### src/rtl/icache_fill_ctrl.sv
// icache_fill_ctrl: fetch-side lookup/refill controller for the two-way instruction cache.
// ICACHE_FILL_FWD_EN: when defined, the refilled word is forwarded from WR_HI without a re-lookup.
module icache_fill_ctrl #(
    parameter int CNT_W = 16
) (
    input  logic             clk,
    input  logic             reset,
    input  logic             fetch_req,
    input  logic [31:0]      fetch_addr,
    output logic             fetch_ready,
    output logic             fetch_valid,
    output logic [31:0]      fetch_data,
    output logic [31:0]      c_addr,
    output logic [31:0]      c_data_in,
    output logic             c_wren,
    output logic             c_rden,
    output logic             c_w_sel,
    input  logic [31:0]      c_data_out,
    input  logic             c_ready,
    input  logic             c_hit,
    output logic             mem_req,
    output logic [31:0]      mem_addr,
    input  logic             mem_ack,
    input  logic [31:0]      mem_rdata,
    output logic             busy,
    output logic [CNT_W-1:0] hit_cnt,
    output logic [CNT_W-1:0] miss_cnt
);
    typedef enum logic [2:0] {IDLE, LOOKUP, RESP, MEM_LO, WR_LO, MEM_HI, WR_HI} state_t;

    state_t      state, nxt;
    logic [31:0] a_q, w0, w1;
    logic        retry;
    logic        unused_c_ready;

    wire [31:0] line_lo = {a_q[31:3], 3'b000};
    wire [31:0] line_hi = {a_q[31:3], 3'b100};

    assign busy           = state != IDLE;
    assign unused_c_ready = c_ready;

    // state register
    always_ff @(posedge clk or negedge reset) begin
        if (!reset) state <= IDLE;
        else        state <= nxt;
    end

    // next state and cache/memory port drive, all zero outside their owning states
    always_comb begin
        nxt         = state;
        fetch_ready = 1'b0;
        c_rden      = 1'b0;
        c_wren      = 1'b0;
        c_w_sel     = 1'b0;
        c_addr      = '0;
        c_data_in   = '0;
        mem_req     = 1'b0;
        mem_addr    = '0;
        case (state)
            IDLE: begin
                fetch_ready = 1'b1;
                nxt         = fetch_req ? LOOKUP : IDLE;
            end
            LOOKUP: begin
                c_rden = 1'b1;
                c_addr = a_q;
                nxt    = c_hit ? RESP : MEM_LO;
            end
            RESP: nxt = IDLE;
            MEM_LO: begin
                mem_req  = 1'b1;
                mem_addr = line_lo;
                nxt      = mem_ack ? WR_LO : MEM_LO;
            end
            WR_LO: begin
                c_wren    = 1'b1;
                c_addr    = line_lo;
                c_data_in = w0;
                nxt       = MEM_HI;
            end
            MEM_HI: begin
                mem_req  = 1'b1;
                mem_addr = line_hi;
                nxt      = mem_ack ? WR_HI : MEM_HI;
            end
            WR_HI: begin
                c_wren    = 1'b1;
                c_w_sel   = 1'b1;
                c_addr    = line_hi;
                c_data_in = w1;
`ifdef ICACHE_FILL_FWD_EN
                nxt       = IDLE;
`else
                nxt       = LOOKUP;
`endif
            end
            default: nxt = IDLE;
        endcase
    end

    // request latch, refill words, response and first-lookup statistics
    always_ff @(posedge clk or negedge reset) begin
        if (!reset) begin
            a_q         <= '0;
            w0          <= '0;
            w1          <= '0;
            retry       <= 1'b0;
            fetch_valid <= 1'b0;
            fetch_data  <= '0;
            hit_cnt     <= '0;
            miss_cnt    <= '0;
        end else begin
            fetch_valid <= 1'b0;
            if (state == IDLE && fetch_req) begin
                a_q   <= fetch_addr;
                retry <= 1'b0;
            end
            if (state == LOOKUP && !retry) begin
                if (c_hit && !(&hit_cnt))    hit_cnt  <= hit_cnt + 1'b1;
                if (!c_hit && !(&miss_cnt))  miss_cnt <= miss_cnt + 1'b1;
            end
            if (state == RESP) begin
                fetch_valid <= 1'b1;
                fetch_data  <= c_data_out;
            end
            if (state == MEM_LO && mem_ack) w0 <= mem_rdata;
            if (state == MEM_HI && mem_ack) w1 <= mem_rdata;
            if (state == WR_HI) begin
`ifdef ICACHE_FILL_FWD_EN
                fetch_valid <= 1'b1;
                fetch_data  <= a_q[2] ? w1 : w0;
`else
                retry       <= 1'b1;
`endif
            end
        end
    end
endmodule

### config.mk
export PLATFORM = sky130hd
export DESIGN_NAME = icache_fill_ctrl
export DESIGN_NICKNAME = d
export VERILOG_FILES = /design/src/rtl/icache_fill_ctrl.sv
export SDC_FILE = /design/constraint.sdc
export NUM_CORES = 1
export LEC_CHECK = 0
export BUFFER_PORTS_ARGS = -buffer_cell sky130_fd_sc_hd__buf_2
export CAP_MARGIN = 20
export CORE_UTILIZATION = 35
export CTS_CLUSTER_SIZE = 8
export DETAILED_ROUTE_END_ITERATION = 12
export HOLD_SLACK_MARGIN = 0.12
export PLACE_DENSITY = 0.74
export SLEW_MARGIN = 40
export SYNTH_ARGS = -nofsm -noshare
export SYNTH_HDL_FRONTEND = slang
export SYNTH_SLANG_ARGS = --single-unit
### constraint.sdc
create_clock -name clk -period 1.98 [get_ports clk]
set_input_delay 0.099 -clock clk [delete_from_list [all_inputs] [get_ports clk]]
set_output_delay 0.099 -clock clk [all_outputs]
set_load 0.01 [all_outputs]
After elaboration in Yosys (flattened, before gate mapping). Cells that the tools add are included.

Flip-flop bits (word level): 165. Bits of input ports: 102. Output and inout port bits: 167. Logic and storage cells: 52.

Add/subtract/negate cells: 2. Equal/unequal tests: 6. Mux-type cells: 16. Reduce and logical (&&, ||, !) cells: 19.

Operators with widths (count): 32-bit case mux with 2 select lines (2); 32-bit case mux with 3 select lines (1); 16-bit by 1-bit adder with 16-bit output, second input constant (2); 16-bit AND reduction (2); 3-bit case mux with 6 select lines (1); 1-bit two-way mux (10); 3-bit == test, second input constant (3); 3-bit by 2-bit == test with 1-bit output, second input constant (2); 1-bit logical AND (6); 1-bit logical NOT (4); 2-bit AND reduction (2); 2-bit OR reduction (2); 3-bit by 1-bit == test with 1-bit output, second input constant (1); 3-bit logical NOT (1); 3-bit two-way mux (1); 3-bit nonzero test (1); 2-bit two-way mux (1); 2-bit nonzero test (1).

Longest topological paths before layout. Gate-level depths: netlist of the first run.

Depth after elaboration: 4. Depth in mapped cells: 7. Depth with buffers taken out: 5.

Worst setup path after synthesis of the first run. No wires, ideal clock.

Path type: register to register. Start: register hit_cnt[0]. End: register hit_cnt[1]. Stages on the path, launching flop included: 7. Slack: 0.041 ns. Arrival: 1.814 ns. Clock period less this slack: 1.939 ns. Buffers on the path: 1. Library setup time: 0.125 ns. Required time: 1.855 ns. Path through: dfrtp_1 > ha_1 > inv_1 > or4_4 > buf_6 > o21ai_4 > mux2_4.

Longest elaborated chain between the ends: 4. Elaborated cells between the ends (all ways): 5. Those cells by class: add/sub (1); reduce/logical (4).

RTL lines: start: declaration (line 26) `output logic [CNT_W-1:0] hit_cnt,`; start signal: assignment (line 119) `if (c_hit && !(&hit_cnt)) hit_cnt <= hit_cnt + 1'b1;`; branches (longest 4 deep; another with 16-bit by 1-bit adder with 16-bit output).

Several ways; the timed one is not identified. A chain may end at the register's enable or synchronous reset.

Final worst setup path of the first run.
Start: register state[2]. End: output port c_data_in[21].

Longest elaborated chain between the ends: 2. Elaborated cells between the ends (all ways): 3. Those cells by class: eq/ne (2); mux (1).

RTL lines: start: declaration (line 31) `state_t state, nxt;`; start signal: assignment (line 45) `else state <= nxt;`; 3-bit == test (line 59) `case (state)`; 32-bit case mux with 2 select lines * (line 59); end: declaration (line 14) `output logic [31:0] c_data_in,`.

Every way passes the cells marked *; elsewhere a longest branch is shown, timed or not.

==> results of run 1 <==
## per-stage QoR
| stage | setup TNS (ns) | util, % |
|---|---|---|
| global placement | -0.102 | 45.2 |
| detailed placement | 0 | 45.2 |
| CTS | -0.757 | 54.0 |
| finish | -0.286 | 54.6 |
| floorplan | 0 | - |
| global route | -4.41 | 54.6 |
## registers in the layout, summed over array words and instances (netlist names)
name	cells
w1	32
state	3
hit_cnt	16
miss_cnt	16
a_q	32
w0	32
fetch_data	32
retry	1
fetch_valid	1
## logic make-up (layout without fill, tap and decap cells)
group / Yosys count / after routing / share of synthesized area [%]
DFF: 165 / 165 / 55.5
and+or+nand+nor: 146 / 147 / 12.1
muxes: 130 / 130 / 19.7
AOI/OAI and AO/OA: 53 / 53 / 5.90
buffers and inverters: 43 / 450 / 2.94
xor gates and xnor gates: 29 / 29 / 3.41
adders and majority gates: 2 / 2 / 0.336
other: 1 / 2 / 0.0504
## cell type report
class,count,area share [%]
clock inverters,12,1.26
well taps,270,3.01
clock buffers,20,3.98
multi-input cells,363,28.3
flip-flops and latches,165,36.8
repair buffers,409,26.3
inverters,9,0.301
## critical path: stages, from the launching register on
cell and delay (ns):
dfrtp_2 0.42, inv_1 0.13, nor2_4 0.07, buf_4 0.13, and2_4 0.19, buf_12 0.16, a22o_1 0.25, buf_2 0.14
## synthesized netlist by cell type (all sizes together)
library cell	n	area share, %
or3	1	0.084
nor3b	2	0.20
mux2	130	20
and2	35	3.0
ha	2	0.34
nor4b	1	0.32
and3	4	0.34
nand3	8	0.54
nand3b	1	0.15
o311ai	1	0.12
o21ai	6	0.55
nand4	12	1.2
and2b	7	0.79
clkbuf	14	0.71
nand4b	2	0.24
or2b	1	0.12
nor2	11	0.55
a211oi	2	0.20
o21bai	1	0.10
nor3	11	0.74
xnor2	13	1.5
o211ai	4	0.40
buf	20	1.8
or4	2	0.25
nand2b	2	0.17
and4	3	0.35
a22o	32	3.8
nand2	15	0.76
inv	9	0.45
conb	1	0.050
a21o	1	0.10
a311oi	2	0.24
and3b	1	0.12
dfrtp	165	55
nor4	5	0.42
nor2b	22	1.8
a21oi	2	0.13
xor2	16	1.9
a31oi	1	0.084
a2111oi	1	0.20
## routing by layer
| layer | vias up | part of all wire (%) | track usage, % |
|---|---|---|---|
| met2 | 176 | 52 | 32.8 |
| met4 | 0 | 0.74 | 4.18 |
| met1 | 3024 | 41 | 22.8 |
| met5 | - | 0 | 0 |
| li1 | 2822 | - | - |
| met3 | 14 | 5.6 | 5.00 |
## power by group
part,switching [mW],internal [mW]
registers,0.854,4.84
logic,2.90,3.53
clock network,1.42,1.92
total,5.17,10.3
## how the worst max path moves through the flow
stage | slack [ns] | cells after the start | to
after floorplan | 0.04 | 6 | hit_cnt[1]$_DFFE_PN0P_
after global placement | -0.02 | 5 | c_addr[6]
after detailed placement | 0.10 | 5 | miss_cnt[4]$_DFFE_PN0P_
after CTS | -0.04 | 5 | c_addr[19]
after global routing | -0.11 | 7 | c_data_in[15]
final | -0.03 | 7 | c_data_in[21]
## what timing repair did
| item | 4_1_cts | 5_1_grt |
|---|---|---|
| resized for setup | 19 | 12 |
| pin swaps | 8 | 10 |
| setup endpoints to repair | 93 | 100 |
| setup buffers | 10 | 3 |
| hold buffers | 99 | 0 |
| hold endpoints to repair | 295 | 0 |
| cloned | 3 | 1 |
==> results.toml, run 1 <==
[status]
result_of_the_run = "finished, violations left"
failed_checks = "setup timing"

[cells_and_area]
final_common_cell = "buf_2"
stdcell_count = 1248
most-common-layout-cells = "buf_2, dfrtp_1, mux2_2, dlygate4sd3_1, and2_1"
post-route-cell-area_um2 = 11200
reg_area_um2 = 4130
areaGrowthSynthToFinish_pct = 50.7
post_route_cells_drive_above_1_share_pct = 50.8
layout.nets = 1069
multiInputGateArea_um2 = 3170
antennaDiodeCount = 0
layout.filler_cells = 1725

[route]
wl_per_cell_um = 16.2
detail_route.first_pass.iterations = 4
routed_wl_um = 20300
route.vias.total = 6036
drt.antenna.violating_nets = 0
via_per_inst = 4.84
post-route-drc-count = 0
drt_iter0_markers = 208

[timing]
report.final.setup_viol = 20
timing.slew.headroom_pct = 67.0
finClkSkew_ns = 0.0113
max_freq_mhz = 497
postLayoutSetupSlackWorst_ns = -0.0326
total_count_of_hold_check_failures_in_the_final_report = 0
final_max_slew_viol_count = 0
period_share_pct = 102
grt_setup_unrepaired = "true"
tightestPinTransition_ns = 0.491
finalCriticalPeriod_ns = 2.01
finalHoldWorstSlack_ns = 0.197

[cts]
cts.sink_count = 165
max-clock-path-buffers = 2
insertion_delay_ns = 0.42
htree_num_levels = 4
clkSlewWorstSetupHoldPaths_ns = 0.07
numCtsBuffers = 17
clock_tree_from_tritoncts = "yes"
cts_root_buf = "clkbuf_16"

[die]
floorplan_die_width_um = 148
rows = 52
coreArea_um2 = 20600
die-area_um2 = 21800
floorplan.die.height_um = 148
floorplan.io_pins = 269
initial_utilization_pct = 36.2

[global_routing]
grt_pass1_wl_um = 32000
grt_antenna_before_repair = 0
grt_overflow = 0
first_global_vias = 6135
grt_util_all_layers_pct = 18.7
grt_max_degree = 69

[synthesis]
register_bit_total_from_synthesis = 165
ys_types = 48
synth.yosys.warnings = 0
post_synth_instance_area_um2 = 7440
synth.yosys.seq_area_share_pct = 55.5
synth.avg_cell_area_um2 = 13.1
synthesis.instances = 569

[critical_path]
worstPathMaxFanout = 19
cp_data_arrival_time_ns = 1.91
r2r_start = "hit_cnt[1]$_DFFE_PN0P_"
r2r_end = "hit_cnt[3]$_DFFE_PN0P_"
worst-endpoint-required_ns = 1.88
critical_path_class = "flop to output pin"
rrSetupSlack_ns = 0.13
critPathCaptureType = "output pin"
cp-start-kind = "flop"
rr_worst_depth = 6
cp-startpoint = "state[2]$_DFF_PN0_"

[place]
finalWeightedCongestion = 0.819
preCtsSetupSlack_ns = 0.103
placedCellCount = 1100
dp_hpwl_um = 12400
port_buffers = 265
placedInstanceArea_um2 = 9290

[power]
power_per_cell_area_nw_per_um2 = 1380
power_leakage_nw = 5.50
fin_total_pwr_mw = 15.5
peakVddDrop_mv = 0.686

[hold_path]
holdCritPathClass = "input port to asynchronous set/reset pin"

[job]
cap_violations = 0
(Power assumes the default switching activity.)
==> run 2: changes to the inputs <==
Settings changed: ABC_AREA from default to 1, CORE_UTILIZATION 35 to 46, PLACE_DENSITY 0.74 to 0.89.
==> run 2 against run 1 <==
- sequential share of layout area shrank 0.24 points
- highest routed layer unchanged
- global-route usage grew 9.2 points
- the run now ends clean
- clock skew shrank 0.0037 ns
- critical path type unchanged
- largest power group unchanged
- cell count grew 31%
==> results.toml, run 2 <==
[hold_path]
launch_instance_of_the_worst_min_delay_path = "c_hit"
holdCritPathClass = "input port to flop"
worst_hold_path.endpoint = "miss_cnt[3]$_DFFE_PN0P_"
hold-path-cell-count = 4

[cells_and_area]
stdcell_count = 1630
layout.nets = 1500
post_route_cells_drive_above_1_share_pct = 26.7
final_core_util_pct = 67.6
areaGrowthSynthToFinish_pct = 42.0
layout.filler_cells = 1266
most-common-layout-cells = "nand2_1, buf_2, dfrtp_1, dlygate4sd3_1, inv_1"
final_common_cell = "nand2_1"
post-route-cell-area_um2 = 11300

[route]
routed_wl_um = 24900
via_per_inst = 5.10
post-route-drc-count = 0
route.vias.total = 8311
wl_per_cell_um = 15.3
detail_route.first_pass.iterations = 5
drt.antenna.violating_nets = 0
drt_iter0_markers = 567

[critical_path]
worst-endpoint-required_ns = 1.88
r2r_start = "state[1]$_DFF_PN0_"
rrSetupSlack_ns = 0.21
worstPathMaxFanout = 12
critical_path_class = "flop to output pin"
cp_data_arrival_time_ns = 1.83
cp-start-kind = "flop"
r2r_end = "state[0]$_DFF_PN0_"
rr_worst_depth = 6
critPathCaptureType = "output pin"

[timing]
max_freq_mhz = 519
final.setup.tns_ns = 0
total_count_of_hold_check_failures_in_the_final_report = 0
finalCriticalPeriod_ns = 1.93
final_max_slew_viol_count = 0
finalHoldWorstSlack_ns = 0.134
finClkSkew_ns = 0.00757
postLayoutSetupSlackWorst_ns = 0.0537
period_share_pct = 97.3
timing.slew.headroom_pct = 59.0
report.final.setup_viol = 0
tightestPinTransition_ns = 0.615

[die]
die-area_um2 = 17800
floorplan.io_pins = 269
coreArea_um2 = 16700
floorplan.die.height_um = 133
initial_utilization_pct = 47.6
floorplan_die_width_um = 133
rows = 47

[global_routing]
grt_max_degree = 66
grt_pass1_wl_um = 39000
grt_util_all_layers_pct = 27.8
grt_antenna_before_repair = 1
first_global_vias = 8073
grt_overflow = 0

[synthesis]
post_synth_most_frequent_cells = "nand2_1, dfrtp_1, inv_1"
synth.yosys.seq_area_share_pct = 51.9
synth.avg_cell_area_um2 = 7.80
post_synth_instance_area_um2 = 7950
synthFlopType = "dfrtp_1"
synth_enable_flop_cells = 0
postSynth.asyncResetShare_pct = 100
synth_top_cells_by_area = "dfrtp_1, nand2_1, inv_1"
register_bit_total_from_synthesis = 165
synthMostInstantiatedCell = "nand2_1"
synth_top_area_cell = "dfrtp_1"
synth_top_cell_area_share_pct = 51.9
synthesis.instances = 1019
ys_types = 32
synth.yosys.warnings = 0

[power]
peakVddDrop_mv = 0.843
power_leakage_nw = 6.19
fin_total_pwr_mw = 15.3
power_per_cell_area_nw_per_um2 = 1350

[place]
port_buffers = 265
dp_hpwl_um = 15100
placedCellCount = 1494
placedInstanceArea_um2 = 9600
finalWeightedCongestion = 0.907
preCtsSetupSlack_ns = 0.161

[cts]
clkSlewWorstSetupHoldPaths_ns = 0.07
max-clock-path-buffers = 2
htree_num_levels = 4
clock_tree_from_tritoncts = "yes"
cts_root_buf = "clkbuf_16"
numCtsBuffers = 17
cts.sink_count = 165
insertion_delay_ns = 0.42

[status]
result_of_the_run = "complete, no violations"

[job]
cap_violations = 0
## run 2: cell count changes after synthesis, moves of 13 or more
cell / previous run / this run
a22o_1: 32 / 0
and2_1: 33 / 0
inv_1: 9 / 99
mux2_2: 129 / 0
nand2_1: 15 / 395
nand3_1: 8 / 67
nor2_1: 11 / 88
nor2_4: 0 / 13
nor2b_1: 22 / 0
o21ai_0: 5 / 53
o21ai_1: 0 / 46
## run 2: cells by family after synthesis
logic type               synth area share, %
adder cells (fa/ha/maj)                0.315
flip-flops                              51.9
other                                 0.0472
XOR/XNOR                               0.992
buffers and inverters                   9.18
AND/OR/NAND/NOR                         30.7
AO/OA/AOI/OAI                           6.81
## run 2: how the worst max path moves through the flow
stage | startpoint | endpoint | slack [ns]
after floorplan | miss_cnt[1]$_DFFE_PN0P_ | miss_cnt[11]$_DFFE_PN0P_ | 0.45
after global placement | miss_cnt[0]$_DFFE_PN0P_ | miss_cnt[15]$_DFFE_PN0P_ | -0.1
after detailed placement | miss_cnt[0]$_DFFE_PN0P_ | miss_cnt[15]$_DFFE_PN0P_ | 0.16
after CTS | state[1]$_DFF_PN0_ | mem_addr[31] | 0.02
after global routing | state[0]$_DFF_PN0_ | mem_addr[16] | -0.01
final | state[0]$_DFF_PN0_ | mem_addr[31] | 0.05
## run 2: power breakdown
| part | total (mW) | internal [mW] | switching, mW | leakage, nW |
|---|---|---|---|---|
| clock network | 3.40 | 1.93 | 1.46 | 0.296 |
| logic | 6.34 | 2.29 | 4.05 | 3.79 |
| registers | 5.56 | 4.76 | 0.806 | 2.10 |
## run 2: repair_timing
action                                  4_1_cts  5_1_grt
pin swaps                                     1        1
buffers inserted                              1        1
hold buffers                                100        0
endpoints found under the hold margin       295        0
gates cloned                                  0        1
resized for setup                             5        8
endpoints found under the setup margin       23       54
## run 2: area by class of cell
cell class,instances,area (um^2),share of cell area [%]
diodes,1,2.50,0.0222
flip-flops and latches,165,4130,36.6
inverters,107,412,3.65
repair buffers,406,2740,24.2
multi-input cells,699,3130,27.7
clock inverters,14,165,1.46
well taps,220,275,2.44
clock buffers,18,439,3.89
## run 2: routing by layer
metal	GRT usage (%)	part of all wire (%)	vias up	wire length [um]
met3	5.75	7.3	73	1830
li1	-	-	3892	-
met2	47.7	50	446	12400
met4	13.6	3.5	0	873
met5	0	0	-	0
met1	33.4	40	3900	9880
## run 2: critical path, cell delays in order, from the launching register on
cell and delay (ns):
dfrtp_2 0.44, inv_2 0.09, nor3_4 0.20, inv_2 0.06, nand2_4 0.08, inv_6 0.08, buf_4 0.18, nor2_1 0.12
buf_2 0.15
==> run 3: changes to the inputs <==
--- a/config.mk
+++ b/config.mk
@@ -8,9 +8,9 @@
 export ABC_AREA = 1
-export BUFFER_PORTS_ARGS = -buffer_cell sky130_fd_sc_hd__buf_2
 export CAP_MARGIN = 20
-export CORE_UTILIZATION = 46
+export CORE_UTILIZATION = 55
 export CTS_CLUSTER_SIZE = 8
 export DETAILED_ROUTE_END_ITERATION = 12
+export DONT_BUFFER_PORTS = 1
 export HOLD_SLACK_MARGIN = 0.12
-export PLACE_DENSITY = 0.89
+export PLACE_DENSITY = 0.85
 export SLEW_MARGIN = 40
==> constraint.sdc (replaced) <==
create_clock -name clk -period 1.98 [get_ports clk]
set_input_delay 0.594 -clock clk [delete_from_list [all_inputs] [get_ports clk]]
set_output_delay 0.594 -clock clk [all_outputs]
set_load 0.01 [all_outputs]
==> run 3 against run 2 <==
- the run now ends with hold timing, setup timing left
- sequential share of layout area grew 3.7 points
- via count is 14% lower
- critical endpoint is now c_data_in[21]
- highest routed layer unchanged
- non-clock buffer count is 301 lower
- sequential cell count is the same
- first-iteration DRC count is 14% higher
- largest power group unchanged
- largest cell class unchanged
- critical path type unchanged
- cell count decreased by 21%
- hold slack worse by 0.28 ns
- total power is 7.6% higher
==> results.toml, run 3 (same netlist as run 2, synthesis figures left out) <==
[critical_path]
worst-endpoint-required_ns = 1.39
r2r_end = "state[1]$_DFF_PN0_"
cp_data_arrival_time_ns = 1.71
worstPathMaxFanout = 8
r2r_start = "state[0]$_DFF_PN0_"
critPathCaptureType = "output pin"
rrSetupSlack_ns = -0.05
rr_worst_depth = 13
critical_path_class = "flop to output pin"
cp-start-kind = "flop"
cp-startpoint = "state[2]$_DFF_PN0_"

[die]
coreArea_um2 = 14000
floorplan.die.height_um = 122
die-area_um2 = 14900
floorplan.io_pins = 269
rows = 43
floorplan_die_width_um = 122
initial_utilization_pct = 56.8

[power]
power_per_cell_area_nw_per_um2 = 1610
power_leakage_nw = 5.27
peakVddDrop_mv = 0.952
fin_total_pwr_mw = 16.5

[timing]
report.final.setup_viol = 98
period_share_pct = 116
finalCriticalPeriod_ns = 2.30
finClkSkew_ns = 0.00927
max_freq_mhz = 435
final_max_slew_viol_count = 0
finalHoldWorstSlack_ns = -0.144
grt_setup_unrepaired = "true"
postLayoutSetupSlackWorst_ns = -0.320
tightestPinTransition_ns = 0.632
total_count_of_hold_check_failures_in_the_final_report = 165
timing.slew.headroom_pct = 57.9

[cells_and_area]
layout.nets = 1199
post_route_cells_drive_above_1_share_pct = 24.1
layout.filler_cells = 949
most-common-layout-cells = "nand2_1, dfrtp_1, inv_1, buf_4, nand3_1"
stdcell_count = 1288
areaGrowthSynthToFinish_pct = 29.0
antennaDiodeCount = 0
final_common_cell = "nand2_1"

[global_routing]
grt_pass1_wl_um = 33300
grt_max_degree = 166
grt_util_all_layers_pct = 29.3
grt_overflow = 0
grt_antenna_before_repair = 0
first_global_vias = 6799

[status]
result_of_the_run = "finished, violations left"
failed_checks = "hold timing, setup timing"

[route]
via_per_inst = 5.57
wl_per_cell_um = 18.3
drt.antenna.violating_nets = 0
route.vias.total = 7169
routed_wl_um = 23600
drt_iter0_markers = 648
detail_route.first_pass.iterations = 5
post-route-drc-count = 0

[place]
finalWeightedCongestion = 0.906
port_buffers = 0
dp_hpwl_um = 13200
placedCellCount = 1228

[cts]
clkSlewWorstSetupHoldPaths_ns = 0.07
max-clock-path-buffers = 2
htree_num_levels = 4
numCtsBuffers = 17
insertion_delay_ns = 0.43
cts.sink_count = 165
cts_root_buf = "clkbuf_16"
clock_tree_from_tritoncts = "yes"

[hold_path]
holdCritPathClass = "input port to asynchronous set/reset pin"

[job]
cap_violations = 0
run 3: cell types whose count changed in the layout (fill, tap and decap cells not counted), moves of 15 or more:
cell,change
buf_2,-264
buf_4,+36
buf_6,+16
dlygate4sd3_1,-100
nand2_1,-66
nand2_2,+15
nand2_4,+51
nor2_1,-23
nor2_4,+20
run 3: power breakdown:
group | switching (mW) | leakage [nW] | internal [mW]
sequential | 1.20 | 2.10 | 4.75
clock | 1.49 | 0.308 | 2.16
combinational | 4.22 | 2.86 | 2.64
total | 6.91 | 5.27 | 9.55
run 3: worst max path at each step:
stage / end / slack [ns] / cells after the start
after CTS: mem_addr[30] / -0.29 / 7
final: c_data_in[21] / -0.32 / 8
after global placement: miss_cnt[14]$_DFFE_PN0P_ / -0.15 / 9
after floorplan: mem_addr[18] / 0.05 / 8
after detailed placement: mem_addr[10] / 0.06 / 7
after global routing: c_data_in[8] / -0.43 / 8
run 3: layer usage:
layer  part of all wire [%]  vias up  wire [um]  track usage (%)
met5                      0        -          0                0
met1                     38     3402       8980             35.5
met3                    8.8       71       2080             8.36
li1                       -     3298          -                -
met2                     50      398      11700             48.6
met4                    3.5        0        833             13.3
run 3: stage by stage:
step / hold slack (ns) / area (um^2) / worst slack (ns) / TNS, ns / utilization (%)
after detailed placement: 0.302 / 8500 / 0.0642 / 0 / 60.8
after floorplan: 0.298 / 7950 / 0.0457 / 0 / -
after CTS: -0.159 / 9920 / -0.292 / -24.80 / 70.9
after global placement: 0.304 / 8500 / -0.154 / -1.74 / 60.8
final: -0.144 / 10300 / -0.320 / -26.20 / 73.3
after global routing: -0.155 / 10300 / -0.427 / -34.35 / 73.3
run 3: repair_timing:
action	in CTS	in global routing
pin swaps	15	25
gates resized for setup	143	79
buffers inserted	18	3
endpoints found under the hold margin	165	165
gates cloned	6	4
setup endpoints to repair	100	119
run 3: worst max-delay path, stage by stage (launching register included):
cell and delay (ns):
dfrtp_1 0.42, inv_4 0.08, nor2_4 0.10, inv_2 0.06, nor2_4 0.15, buf_6 0.15
buf_12 0.16, nand2_2 0.06, nand2_2 0.09
run 3: final cells by class:
| type | instances | area, um^2 | share of cell area, % |
|---|---|---|---|
| clock inverters | 14 | 213 | 2.07 |
| repair buffers | 105 | 1120 | 10.9 |
| flip-flops and latches | 165 | 4130 | 40.3 |
| well taps | 180 | 225 | 2.20 |
| inverters | 107 | 427 | 4.16 |
| multi-input cells | 699 | 3710 | 36.2 |
| clock buffers | 18 | 429 | 4.18 |
